$ cat src/rtl/seg_scan_pkg.sv
// Shared definitions for the multiplexed seven-segment display:
// segment glyphs, converter FSM states and elaboration-time helpers.
package seg_scan_pkg;

   typedef enum logic [1:0] {
      IDLE,
      SHIFT,
      DONE
   } state_t;

   localparam logic [7:0] SEG_BLANK = 8'hFF;
   localparam logic [7:0] SEG_DASH  = 8'hBF;

   // Active-low {dp,g,f,e,d,c,b,a}; entry n is the glyph for nibble n.
   localparam logic [15:0][7:0] SEG_DIGITS = {
      8'h8E, 8'h86, 8'hA1, 8'hC6,
      8'h83, 8'h88, 8'h90, 8'h80,
      8'hF8, 8'h82, 8'h92, 8'h99,
      8'hB0, 8'hA4, 8'hF9, 8'hC0
   };

   // Largest decimal value that fits in n digits.
   function automatic logic [31:0] pow10m1(input int n);
      logic [31:0] p;
      p = 32'd1;
      for (int i = 0; i < n; i++) begin
         p = p * 32'd10;
      end
      return p - 32'd1;
   endfunction

   function automatic logic [7:0] glyph(input logic [3:0] d);
      return SEG_DIGITS[d];
   endfunction

endpackage

$ cat src/rtl/seg_scan_display_bin2bcd.sv
// Iterative double-dabble binary to BCD converter.
// One bit per cycle, DATA_W cycles per conversion after start.
module bin2bcd_seq
   import seg_scan_pkg::*;
#(
   parameter int DATA_W = 16,
   parameter int DIGITS = 4
) (
   input  logic                  clk,
   input  logic                  rst_n,
   input  logic                  start,
   input  logic [DATA_W-1:0]     bin,
   output logic                  busy,
   output logic                  done,
   output logic [4*DIGITS-1:0]   bcd
);

   localparam int BCD_W = 4 * DIGITS;
   localparam int CNT_W = $clog2(DATA_W);

   logic [DATA_W-1:0] shreg;
   logic [CNT_W-1:0]  cnt;
   logic [BCD_W-1:0]  adj;

   // Add 3 to every nibble that would reach 10 or more after the shift.
   always_comb begin
      adj = '0;
      for (int i = 0; i < DIGITS; i++) begin
         if (bcd[4*i +: 4] >= 4'd5) begin
            adj[4*i +: 4] = bcd[4*i +: 4] + 4'd3;
         end else begin
            adj[4*i +: 4] = bcd[4*i +: 4];
         end
      end
   end

   assign done = busy && (cnt == CNT_W'(DATA_W - 1));

   // Shift engine; bits leaving the top of the BCD register are dropped.
   always_ff @(posedge clk or negedge rst_n) begin
      if (!rst_n) begin
         shreg <= '0;
         bcd   <= '0;
         cnt   <= '0;
         busy  <= 1'b0;
      end else if (start) begin
         shreg <= bin;
         bcd   <= '0;
         cnt   <= '0;
         busy  <= 1'b1;
      end else if (busy) begin
         bcd   <= {adj[BCD_W-2:0], shreg[DATA_W-1]};
         shreg <= shreg << 1;
         cnt   <= cnt + 1'b1;
         if (done) begin
            busy <= 1'b0;
         end
      end
   end

endmodule

$ cat src/rtl/seg_scan_display.sv
// Multiplexed common-anode seven-segment driver with decimal/hex
// conversion, leading-zero blanking, decimal points and overflow dashes.
module seg_scan_display
   import seg_scan_pkg::*;
#(
   parameter int DIGITS      = 4,
   parameter int DATA_W      = 16,
   parameter int REFRESH_DIV = 66666
) (
   input  logic              clk,
   input  logic              rst_n,
   input  logic [DATA_W-1:0] data,
   input  logic              hex_mode,
   input  logic              blank_lz,
   input  logic [DIGITS-1:0] dp,
   output logic [7:0]        seg,
   output logic [DIGITS-1:0] sel,
   output logic              upd
);

   localparam int BCD_W = 4 * DIGITS;
   localparam int CNT_W = $clog2(REFRESH_DIV);
   localparam int IDX_W = (DIGITS > 1) ? $clog2(DIGITS) : 1;
   localparam logic [31:0] DEC_MAX = pow10m1(DIGITS);
   localparam logic [31:0] HEX_MAX = 32'((64'd1 << BCD_W) - 64'd1);

   state_t state;
   state_t state_nxt;

   logic [31:0]             data_ext;
   logic [BCD_W-1:0]        hex_now;
   logic                    ovf_now;
   logic [BCD_W-1:0]        hex_val;
   logic                    hex_sel;
   logic                    ovf_cap;

   logic                    bcd_start;
   logic                    bcd_busy;
   logic                    bcd_done;
   logic [BCD_W-1:0]        bcd;

   logic [DIGITS-1:0][3:0]  disp;
   logic                    disp_vld;
   logic                    disp_ovf;

   logic [CNT_W-1:0]        cnt;
   logic [IDX_W-1:0]        idx;
   logic [DIGITS-1:0]       lz;
   logic                    run_zero;
   logic [7:0]              cur;

   assign data_ext = 32'(data);
   assign hex_now  = BCD_W'(data);
   assign ovf_now  = hex_mode ? (data_ext > HEX_MAX)
                              : (data_ext > DEC_MAX);

   bin2bcd_seq #(
      .DATA_W (DATA_W),
      .DIGITS (DIGITS)
   ) u_bcd (
      .clk   (clk),
      .rst_n (rst_n),
      .start (bcd_start),
      .bin   (data),
      .busy  (bcd_busy),
      .done  (bcd_done),
      .bcd   (bcd)
   );

   // Converter state register.
   always_ff @(posedge clk or negedge rst_n) begin
      if (!rst_n) begin
         state <= IDLE;
      end else begin
         state <= state_nxt;
      end
   end

   // Converter next state: hex skips the shift phase entirely.
   always_comb begin
      state_nxt = state;
      bcd_start = 1'b0;
      unique case (state)
         IDLE: begin
            if (hex_mode) begin
               state_nxt = DONE;
            end else if (!bcd_busy) begin
               bcd_start = 1'b1;
               state_nxt = SHIFT;
            end
         end
         SHIFT: begin
            if (bcd_done) begin
               state_nxt = DONE;
            end
         end
         DONE: begin
            state_nxt = IDLE;
         end
         default: begin
            state_nxt = IDLE;
         end
      endcase
   end

   // Snapshot of mode, hex digits and overflow taken while idle.
   always_ff @(posedge clk or negedge rst_n) begin
      if (!rst_n) begin
         hex_val <= '0;
         hex_sel <= 1'b0;
         ovf_cap <= 1'b0;
      end else if (state == IDLE) begin
         hex_val <= hex_now;
         hex_sel <= hex_mode;
         ovf_cap <= ovf_now;
      end
   end

   // Display register is replaced in one step so no digit tears.
   always_ff @(posedge clk or negedge rst_n) begin
      if (!rst_n) begin
         disp     <= '0;
         disp_vld <= 1'b0;
         disp_ovf <= 1'b0;
         upd      <= 1'b0;
      end else begin
         upd <= (state == DONE);
         if (state == DONE) begin
            disp     <= hex_sel ? hex_val : bcd;
            disp_vld <= 1'b1;
            disp_ovf <= ovf_cap;
         end
      end
   end

   // Refresh divider; the scan index steps once per slot.
   always_ff @(posedge clk or negedge rst_n) begin
      if (!rst_n) begin
         cnt <= '0;
         idx <= '0;
      end else if (cnt == CNT_W'(REFRESH_DIV - 1)) begin
         cnt <= '0;
         if (idx == IDX_W'(DIGITS - 1)) begin
            idx <= '0;
         end else begin
            idx <= idx + 1'b1;
         end
      end else begin
         cnt <= cnt + 1'b1;
      end
   end

   // Digit i is a leading zero when it and all digits above are zero.
   always_comb begin
      run_zero = 1'b1;
      lz       = '0;
      for (int i = DIGITS - 1; i >= 0; i--) begin
         run_zero = run_zero && (disp[i] == 4'd0);
         lz[i]    = run_zero && (i != 0);
      end
   end

   // Glyph for the digit under scan; the point is overlaid last.
   always_comb begin
      cur = SEG_BLANK;
      if (!disp_vld) begin
         cur = SEG_BLANK;
      end else if (disp_ovf) begin
         cur = SEG_DASH;
      end else if (blank_lz && lz[idx]) begin
         cur = SEG_BLANK;
      end else begin
         cur = glyph(disp[idx]);
      end
      if (dp[idx]) begin
         cur[7] = 1'b0;
      end
   end

   // Registered pin drivers.
   always_ff @(posedge clk or negedge rst_n) begin
      if (!rst_n) begin
         seg <= SEG_BLANK;
         sel <= '1;
      end else begin
         seg <= cur;
         sel <= ~(DIGITS'(1) << idx);
      end
   end

endmodule

$ cat config.mk
export PLATFORM = sky130hd
export DESIGN_NAME = seg_scan_display
export DESIGN_NICKNAME = d
export VERILOG_FILES = /design/src/rtl/seg_scan_pkg.sv /design/src/rtl/seg_scan_display_bin2bcd.sv /design/src/rtl/seg_scan_display.sv
export SDC_FILE = /design/constraint.sdc
export NUM_CORES = 1
export LEC_CHECK = 0
export BUFFER_PORTS_ARGS = -buffer_cell sky130_fd_sc_hd__buf_4
export CORE_ASPECT_RATIO = 1.1
export CORE_MARGIN = 8
export CORE_UTILIZATION = 60
export DETAILED_ROUTE_END_ITERATION = 16
export HOLD_SLACK_MARGIN = 0.06
export PLACE_DENSITY = 0.88
export RECOVER_POWER = 100
export SYNTH_ARGS = -nofsm -noshare
export SYNTH_HDL_FRONTEND = slang
export SYNTH_SLANG_ARGS = --single-unit
$ cat constraint.sdc
create_clock -name clk -period 2.8 [get_ports clk]
set_clock_uncertainty 0.05 [all_clocks]
set_input_delay 0.28 -clock clk [delete_from_list [all_inputs] [get_ports clk]]
set_output_delay 0.28 -clock clk [all_outputs]
set_load 0.01 [all_outputs]
==> flow_metrics.tcl, run 1 <==
set metrics [dict create \
    critPathRequiredTime_ns 3.07 \
    slowest_stage "mux4_2" \
    hold_viol 0 \
    synthAdderAreaFrac_pct 4.94 \
    async_flop_share_pct 100 \
    cts_root_buf "clkbuf_8" \
    insertedDiodeCount 0 \
    synth.area.top_cells "dfrtp_1 45%, mux2i_1 7.2%, dfstp_2 5.9%, nand2_1 5.2%, ha_1 4.9%" \
    syn_area_sq_um 5320 \
    vias 3728 \
    powerDensity_nw_per_um2 994 \
    synth_ff_type "dfrtp_1" \
    ys_warn_count 0 \
    critPathKind "reg2reg" \
    setup_viol 0 \
    synthSimpleGateAreaFrac_pct 13.5 \
    synth_compound_area_share_pct 9.01 \
    yosys.area.top_type_share_pct 44.7 \
    finalCritPeriodShare_pct 82.8 \
    crit_chain "clkbuf_1 -> mux4_2 -> nand2_1 -> o21ai_0 -> mux2_2 -> nand2_1" \
    core_area_sq_um 8740 \
    nNetsFinal 575 \
    grt_max_degree 70 \
    dpl.hpwl_mm 7.47 \
    synth_edf_count 0 \
    worst_setup_path_start_kind "flip-flop" \
    ys_top_cells_by_count "95 x dfrtp_1, 73 x nand2_1, 52 x o21ai_0, 38 x mux2i_1, 24 x nor2_1" \
    numPortBuffers 36 \
    critPathMaxFanout 14 \
    drtAntennaViolNets 0 \
    rows 36 \
    drt-wirelength-per-cell_microns 16.0 \
    max_freq_mhz 432 \
    post_cts_resized 0 \
    post-route-cell-area_sq_um 5800 \
    postPlaceCellArea_sq_um 5660 \
    tns_ns 0 \
    yosysMostFrequentCell "dfrtp_1" \
    maxSlewViolCount 0 \
    die-area_sq_um 12100 \
    cts_setup_buffers 0 \
    ctsHtreeMaxLevel 3 \
    synth_top_family_by_area "simple AND/OR/NAND/NOR gates" \
    maxSlewHeadroom_pct 10.3 \
    drive_gt1_share_pct 15.1 \
    place.gp.congestion 0.904 \
    clock_latency_ns 0.37 \
    start_util_pct 60.8 \
    worst_slew_pin_slew_ns 1.34 \
    crit_arrival_ns 2.59 \
    cts_num_sinks 107 \
    critPathMaxStageDelay_ns 0.73 \
    clockBufferDepth 2 \
    hold_buffers 1 \
    synth.yosys.seq_area_share_pct 50.6 \
    die_w_microns 106 \
    endpoint_kind "flip-flop" \
    overflow 0 \
    drt_iter0_drc 206 \
    maxCapViolations 0 \
    drcViolationCount 0 \
    synth_nets 548 \
    die_y_microns 115 \
    synth_cell_types 43 \
    cts_buffers 9 \
    routed_wirelength_mm 10.4 \
    crit_top_cell "nand2_1" \
    antenna_found_initial 0 \
    grt_pass1_wl_mm 18.1 \
    p_leak_uw 0.00258 \
    status "finished, final reports clean" \
    hold-worst-slack_ns 0.106 \
    syn-instance-count 503 \
    grt_pass1_vias 3848 \
    rsz0062_at_grt "false" \
    period_needed_ns 2.32 \
    synthXorXnorAreaFrac_pct 4.45 \
    ys_ff_latch 107 \
    hold_path.class "in2reg" \
    synth.largest_area_cell "dfrtp_1" \
    track_usage_pct 18.1 \
    ios 37 \
    syn_to_final_growth_pct 9.13 \
    muxShareOfSynthArea_pct 13.5 \
    vias_per_cell 5.74 \
    cts_tree "built" \
    path_clk_slew_ns 0.11 \
    max-vdd-ir-drop_uv 548 \
    drtPass1Iterations 5 \
    syn_area_per_cell_sq_um 10.6 \
]
-- cells by family after synthesis --
group / after synthesis
AOI/OAI and AO/OA: 86
xor gates and xnor gates: 27
adders and majority gates: 21
buffers and inverters: 48
DFF: 107
muxes: 63
and+or+nand+nor: 151
-- placed cells by master, fill, tap and decap left out, types with 2 or more instances in the layout --
cell type,netlist,layout
dfstp_2,12,12
xor2_1,6,6
clkbuf_2,0,3
inv_1,22,22
nor4b_1,2,2
mux2i_1,38,38
xnor2_1,21,21
clkbuf_8,0,10
nor3b_1,6,6
mux2_2,20,20
mux4_2,5,5
and4_1,2,2
o21ai_0,52,55
clkinvlp_4,0,3
nor4_1,4,4
clkbuf_1,16,15
and3_1,5,5
nand4_1,3,3
nor2_1,24,25
o31ai_1,8,8
nand3_1,16,16
o211ai_1,3,3
ha_1,21,21
buf_4,1,22
dfrtp_1,95,95
a31oi_1,2,2
nand2_1,73,73
inv_6,0,2
nand2b_1,7,7
a21oi_1,14,14
-- flip-flops by register name, summed over array words and instances, names as in the netlist, 2 cells and up --
name	count
state	2
seg	8
u_bcd.bcd	16
hex_val	16
idx	2
u_bcd.cnt	4
sel	4
cnt	17
u_bcd.shreg	16
disp	16
-- critical path, delay by kind of cell (launching register included) --
kind / cells / cell delay, ns
mux: 2 / 0.99
buf+inv: 1 / 0.52
flops: 1 / 0.43
compound gates: 1 / 0.08
simple gates: 2 / 0.19
-- area by class of cell --
| cell class | instances | area, sq um |
|---|---|---|
| Tap cell | 114 | 143 |
| Clock inverter | 6 | 70.1 |
| Fill cell | 667 | 2940 |
| Timing Repair Buffer | 42 | 267 |
| Multi-Input combinational cell | 348 | 2410 |
| Clock buffer | 10 | 138 |
| Sequential cell | 107 | 2690 |
| Inverter | 22 | 82.6 |
-- path summary, 6_finish.rpt --
check	from	end	slack [ns]	cells past startpoint
setup / recovery	idx[0]	seg[3]	0.48	6
hold / removal	data[4]	hex_val[4]	0.11	2
setup reg to reg	idx[0]	seg[3]	0.48	6
hold reg to reg	u_bcd.shreg[2]	u_bcd.shreg[3]	0.44	2
max in group asynchronous	rst_n	seg[1]	1.24	3
min in group asynchronous	rst_n	cnt[6]	0.55	2
-- per-layer routing --
metal	global-route usage, %	wire length (microns)
met5	0	0
met3	3.77	491
met2	29.9	5020
met1	22.8	4730
met4	7.51	180
-- through the flow --
stage	setup WS [ns]	total power, uW	util, %	instances
floorplan	0.711	4260	-	503
CTS	0.696	5840	67.2	649
detailed placement	0.721	4870	64.7	632
global route	0.327	6200	66.4	649
finish	0.483	5770	66.4	649
global placement	0.784	4690	64.7	632
-- report_power, final --
group          internal (uW)  switching (uW)
Clock                    444             539
Combinational           1000            1140
Sequential              2100             551
Power figures use the tool's default switching activity.
==> inputs of run 2 (changes only) <==
Settings changed: ABC_AREA from default to 1, CORE_UTILIZATION 60 to 55, PLACE_DENSITY 0.88 to 0.85.
Clock period 2.8 ns to 1.9 ns, I/O delays scaled along.
==> run 2 against run 1 <==
Effect of this change:
- global-route usage grew 0.20 points
- synthesized cell count increased by 25%
- via count grew 21%
- non-clock buffer count increased by 17
- area after synthesis grew 1.2%
- largest cell class unchanged
- critical path depth increased by 2
- clock power grew 37%
- final cell count increased by 24%
- sequential power increased by 40%
- utilization decreased by 4.3 points
- largest power group unchanged
==> flow_metrics.tcl, run 2 <==
set metrics [dict create \
    powerDensity_nw_per_um2 1410 \
    syn_area_per_cell_sq_um 8.54 \
    r2r_start "idx[0]" \
    die_y_microns 120 \
    ys_warn_count 0 \
    fin_total_pwr_uw 8510 \
    grt_max_degree 64 \
    critPathMaxFanout 9 \
    yosys.area.top_type_share_pct 44.2 \
    endpoint_kind "flip-flop" \
    status "finished, final reports clean" \
    period_needed_ns 1.74 \
    largest_register_ffs 17 \
    final_common_cell "nand2_1" \
    regMostFlops "cnt" \
    dpl.hpwl_mm 8.61 \
    maxSlewViolCount 0 \
    cts_root_buf "clkbuf_8" \
    synth_nets 675 \
    clockBufferDepth 2 \
    drtAntennaViolNets 0 \
    max-vdd-ir-drop_uv 758 \
    start_util_pct 55.5 \
    setup_viol 0 \
    antenna_found_initial 0 \
    synth.yosys.seq_area_share_pct 50.0 \
    critPathMaxStageDelay_ns 0.48 \
    track_usage_pct 18.3 \
    yosysMostFrequentCell "nand2_1" \
    critPathKind "reg2reg" \
    p_leak_uw 0.00291 \
    rows 38 \
    hold_depth 3 \
    crit_arrival_ns 1.98 \
    insertedDiodeCount 0 \
    die_w_microns 110 \
    slowest_stage "dfrtp_2" \
    drt_iter0_drc 359 \
    ys_top_cells_by_count "152 x nand2_1, 95 x dfrtp_1, 77 x inv_1, 49 x o21ai_0, 38 x nor2_1" \
    grt_pass1_wl_mm 19.7 \
    nNetsFinal 727 \
    hold_path_end "hex_sel" \
    hold_viol 0 \
    synth_ff_type "dfrtp_1" \
    synth_cell_types 38 \
    synth_edf_count 0 \
    drt-wirelength-per-cell_microns 14.5 \
    core_area_sq_um 9700 \
    syn-instance-count 630 \
    drive_gt1_share_pct 12.4 \
    vias 4506 \
    die-area_sq_um 13200 \
    finalCritPeriodShare_pct 91.5 \
    worst_setup_path_start_kind "flip-flop" \
    critPathTopFamily "flip-flops" \
    ctsHtreeMaxLevel 3 \
    post-route-cell-area_sq_um 6020 \
    rsz0062_at_grt "false" \
    drtPass1Iterations 5 \
    syn_to_final_growth_pct 11.8 \
    tns_ns 0 \
    clock_latency_ns 0.38 \
    async_flop_share_pct 100 \
    r2r_slack_ns 0.16 \
    path_clk_slew_ns 0.11 \
    syn_area_sq_um 5380 \
    cts_buffers 9 \
    overflow 0 \
    routed_wirelength_mm 11.7 \
    cts_num_sinks 107 \
    worst_slew_pin_slew_ns 1.12 \
    synth.largest_area_cell "dfrtp_1" \
    drcViolationCount 0 \
    utilization_pct 62.0 \
    max_freq_mhz 575 \
    ios 37 \
    hp-start "hex_mode" \
    r2r_end "seg[3]" \
    ys_ff_latch 107 \
    reg2regPathDepth 8 \
    cts_tree "built" \
    postPlaceCellArea_sq_um 5780 \
    final_cell_mix "153 x nand2_1, 93 x dfrtp_1, 76 x inv_1, 62 x o21ai_0, 39 x nor2_1" \
    maxSlewHeadroom_pct 25.1 \
    worstPathBufferInverterCount 2 \
    place.gp.congestion 0.863 \
    grt_pass1_vias 4389 \
    maxCapViolations 0 \
    vias_per_cell 5.58 \
    crit_chain "inv_2 -> nand2_1 -> nand3_1 -> nand2_2 -> ha_1 -> inv_1 -> o211ai_1 -> nand3_1" \
    hold_path.class "in2reg" \
    critPathRequiredTime_ns 2.14 \
    synth.area.top_cells "dfrtp_1 44%, nand2_1 11%, dfstp_2 5.9%, inv_1 5.4%, ha_1 4.9%" \
    crit_top_cell "nand3_1" \
    numPortBuffers 36 \
]
-- run 2: changes by cell type after synthesis, sizes merged, moves of 9 or more --
cell    delta
nand2     +84
inv       +63
mux2i     -38
nand3     +23
mux2      -20
xnor2     -20
nor2      +19
a21oi     +15
o21ai     +11
clkbuf     -9
nand4      +9
-- run 2: final cells by class --
cell class | count | area (sq um)
Multi-Input combinational cell | 420 | 2240
Fill cell | 813 | 3680
Timing Repair Buffer | 59 | 419
Clock buffer | 11 | 141
Inverter | 85 | 327
Tap cell | 120 | 150
Sequential cell | 107 | 2700
Clock inverter | 5 | 46.3
-- run 2: power breakdown --
| group | total (uW) | switching (uW) | internal (uW) |
|---|---|---|---|
| clock | 1350 | 817 | 535 |
| sequential | 3710 | 531 | 3170 |
| combinational | 3450 | 2220 | 1230 |
-- run 2: how the worst max path moves through the flow --
stage / from / cells past startpoint / to / slack [ns]
2_1_floorplan: idx[0] / 10 / seg[3] / 0.23
3_3_place_gp: idx[1] / 9 / seg[0] / 0.25
3_5_place_dp: idx[1] / 9 / seg[3] / 0.09
4_1_cts: idx[1] / 9 / seg[3] / 0.08
5_1_grt: idx[1] / 9 / seg[3] / 0.01
6_report: idx[0] / 8 / seg[3] / 0.16
-- run 2: per-layer routing --
metal	track usage [%]	vias to the layer above	wire, microns
met5	0	-	0
met4	9.01	0	380
met3	3.00	33	627
met2	29.7	162	5690
met1	23.0	2168	5030
li1	-	2143	-
-- run 2: kinds of logic after synthesis --
| kind of cell | share of synthesized area [%] |
|---|---|
| and+or+nand+nor | 22.1 |
| AOI/OAI and AO/OA | 12.4 |
| DFF | 50.0 |
| buffers and inverters | 8.11 |
| adders and majority gates | 4.88 |
| xor gates and xnor gates | 2.44 |
-- run 2: what timing repair did --
action / CTS / global route
gates resized for setup: 0 / 5
setup buffers: 0 / 0
hold buffers: 14 / 0
endpoints found under the setup margin: 0 / 4
endpoints found under the hold margin: 129 / 0
-- run 2: worst reg2reg max path: cells and delay by family, from the launching register on --
kind / cells / cell delay, ns
buf+inv: 2 / 0.19
fa+ha+maj: 1 / 0.34
simple gates: 4 / 0.39
flops: 1 / 0.48
compound gates: 1 / 0.20
-- run 2: per-stage QoR --
step	setup WS, ns	instances	hold slack [ns]
CTS	0.0770	807	0.0618
global placement	0.248	777	0.145
detailed placement	0.0879	777	0.151
finish	0.161	807	0.0661
floorplan	0.228	630	-0.156
global route	0.00976	807	0.0752
==> inputs of run 3 (changes only) <==
==> constraint.sdc (replaced) <==
create_clock -name clk -period 1.9 [get_ports clk]
set_clock_uncertainty 0.05 [all_clocks]
set_input_delay 0.38 -clock clk [delete_from_list [all_inputs] [get_ports clk]]
set_output_delay 0.38 -clock clk [all_outputs]
set_load 0.01 [all_outputs]
==> run 3 against run 2 <==
Effect of this change:
- critical path depth is 1 higher
- sequential cell count unchanged
- die area unchanged
- final cell count decreased by 1.5%
- critical endpoint is now seg[0]
==> flow_metrics.tcl, run 3 (synthesis results as in run 2) <==
set metrics [dict create \
    fin_total_pwr_uw 8600 \
    maxCapViolations 0 \
    cts_buffers 9 \
    p_seq_share_pct 43.3 \
    setup_slack_ns 0.151 \
    path_clk_slew_ns 0.11 \
    crit_chain "inv_4 -> nand3_1 -> o21ai_4 -> inv_1 -> ha_1 -> inv_1 -> nand2_1 -> o211ai_1 -> nand3_1" \
    numPortBuffers 36 \
    ctsHtreeMaxLevel 3 \
    start_util_pct 55.5 \
    dp_worst_setup_slack_ns 0.100 \
    critPathMaxStageDelay_ns 0.50 \
    r2r_start "idx[1]" \
    endpoint_kind "flip-flop" \
    core_area_sq_um 9700 \
    critPathKind "reg2reg" \
    hp-start "data[3]" \
    vias_per_cell 5.47 \
    maxSlewHeadroom_pct 60.8 \
    routed_wirelength_mm 11.6 \
    clock_latency_ns 0.38 \
    antenna_found_initial 0 \
    drtAntennaViolNets 0 \
    final_cell_mix "153 x nand2_1, 93 x dfrtp_1, 77 x inv_1, 62 x o21ai_0, 39 x nor2_1" \
    max_freq_mhz 572 \
    clockBufferDepth 2 \
    p_sw_uw 3580 \
    drt_iter0_drc 212 \
    crit_arrival_ns 2.00 \
    die_y_microns 120 \
    drcViolationCount 0 \
    cts_tree "built" \
    place.gp.congestion 0.902 \
    vias 4351 \
    reg2regPathDepth 9 \
    critPathRequiredTime_ns 2.15 \
    worst_setup_path_start_kind "flip-flop" \
    drive_gt1_share_pct 12.6 \
    critPathLaunch "idx[1]" \
    internal_power_uw 5020 \
    drtPass1Iterations 5 \
    overflow 0 \
    final_common_cell "nand2_1" \
    maxSlewViolCount 0 \
    die_w_microns 110 \
    p_leak_uw 0.00287 \
    nNetsFinal 715 \
    dpl.hpwl_mm 8.49 \
    period_needed_ns 1.75 \
    swShare_pct 41.6 \
    status "finished, final reports clean" \
    grt_pass1_vias 4301 \
    largest_register_ffs 17 \
    cts_root_buf "clkbuf_8" \
    track_usage_pct 18.3 \
    clkPwrFrac_pct 17.2 \
    critPathMaxFanout 9 \
    rows 38 \
    regMostFlops "cnt" \
    grt_pass1_wl_mm 19.7 \
    hold_path.class "in2reg" \
    max-vdd-ir-drop_uv 810 \
    cts_setup_buffers 0 \
    grt_max_degree 38 \
    hold_depth 3 \
    setup_viol 0 \
    die-area_sq_um 13200 \
    finalCritPeriodShare_pct 92.1 \
    slowest_stage "dfrtp_2" \
    insertedDiodeCount 0 \
    drt-wirelength-per-cell_microns 14.6 \
    cts_num_sinks 107 \
    worst_slew_pin_slew_ns 0.588 \
    ios 37 \
    syn_to_final_growth_pct 9.88 \
    hold_viol 0 \
    combPwrFrac_pct 39.5 \
    powerDensity_nw_per_um2 1450 \
]
-- run 3: worst max-delay path, delay by kind of cell (launching register included) --
family	cells	cell delay [ns]
adder cells (fa/ha/maj)	1	0.23
AND/OR/NAND/NOR	3	0.31
AO/OA/AOI/OAI	2	0.23
buffers and inverters	3	0.35
flip-flops	1	0.50
-- run 3: timing repair --
item / CTS / global route
hold endpoints to repair: 21 / 0
gates resized for setup: 0 / 4
hold buffers: 1 / 0
endpoints found under the setup margin: 0 / 4
-- run 3: routing by layer --
layer	global-route usage, %	wire length [microns]
met5	0	0
met4	7.34	260
met3	3.00	503
met2	29.8	5660
met1	23.5	5160
-- run 3: path summary, 6_finish.rpt --
path / slack (ns) / endpoint
worst max-delay path: 0.15 / seg[0]
worst min-delay path: 0.17 / u_bcd.shreg[3]
worst max register to register: 0.15 / seg[0]
worst min register to register: 0.38 / seg[6]
max in group asynchronous: 0.32 / idx[1]
min in group asynchronous: 0.47 / u_bcd.bcd[15]
-- run 3: layout make-up --
type / instances / area [sq um]
fillers: 820 / 3780
flip-flops and latches: 107 / 2700
multi-input cells: 420 / 2240
inverters: 85 / 327
repair buffers: 47 / 292
well taps: 120 / 150
clock buffers: 10 / 128
clock inverters: 6 / 83.8
-- run 3: per-stage QoR --
step / TNS [ns] / area [sq um] / cells / hold slack [ns] / util (%)
CTS: 0 / 6010 / 795 / 0.158 / 62.0
floorplan: 0 / 5380 / 630 / 0.0344 / -
global placement: 0 / 5790 / 778 / 0.256 / 59.7
detailed placement: 0 / 5790 / 778 / 0.259 / 59.7
finish: 0 / 5910 / 795 / 0.169 / 61.0
global route: -0.0274 / 5910 / 795 / 0.159 / 61.0
-- run 3: power groups by stage --
stage	clock network [uW]	logic (uW)	registers, uW
detailed placement	0	3510	3750
finish	1480	3400	3720
global route	1580	3920	3810
global placement	0	3290	3720
floorplan	0	2640	3620
CTS	1500	3530	3720
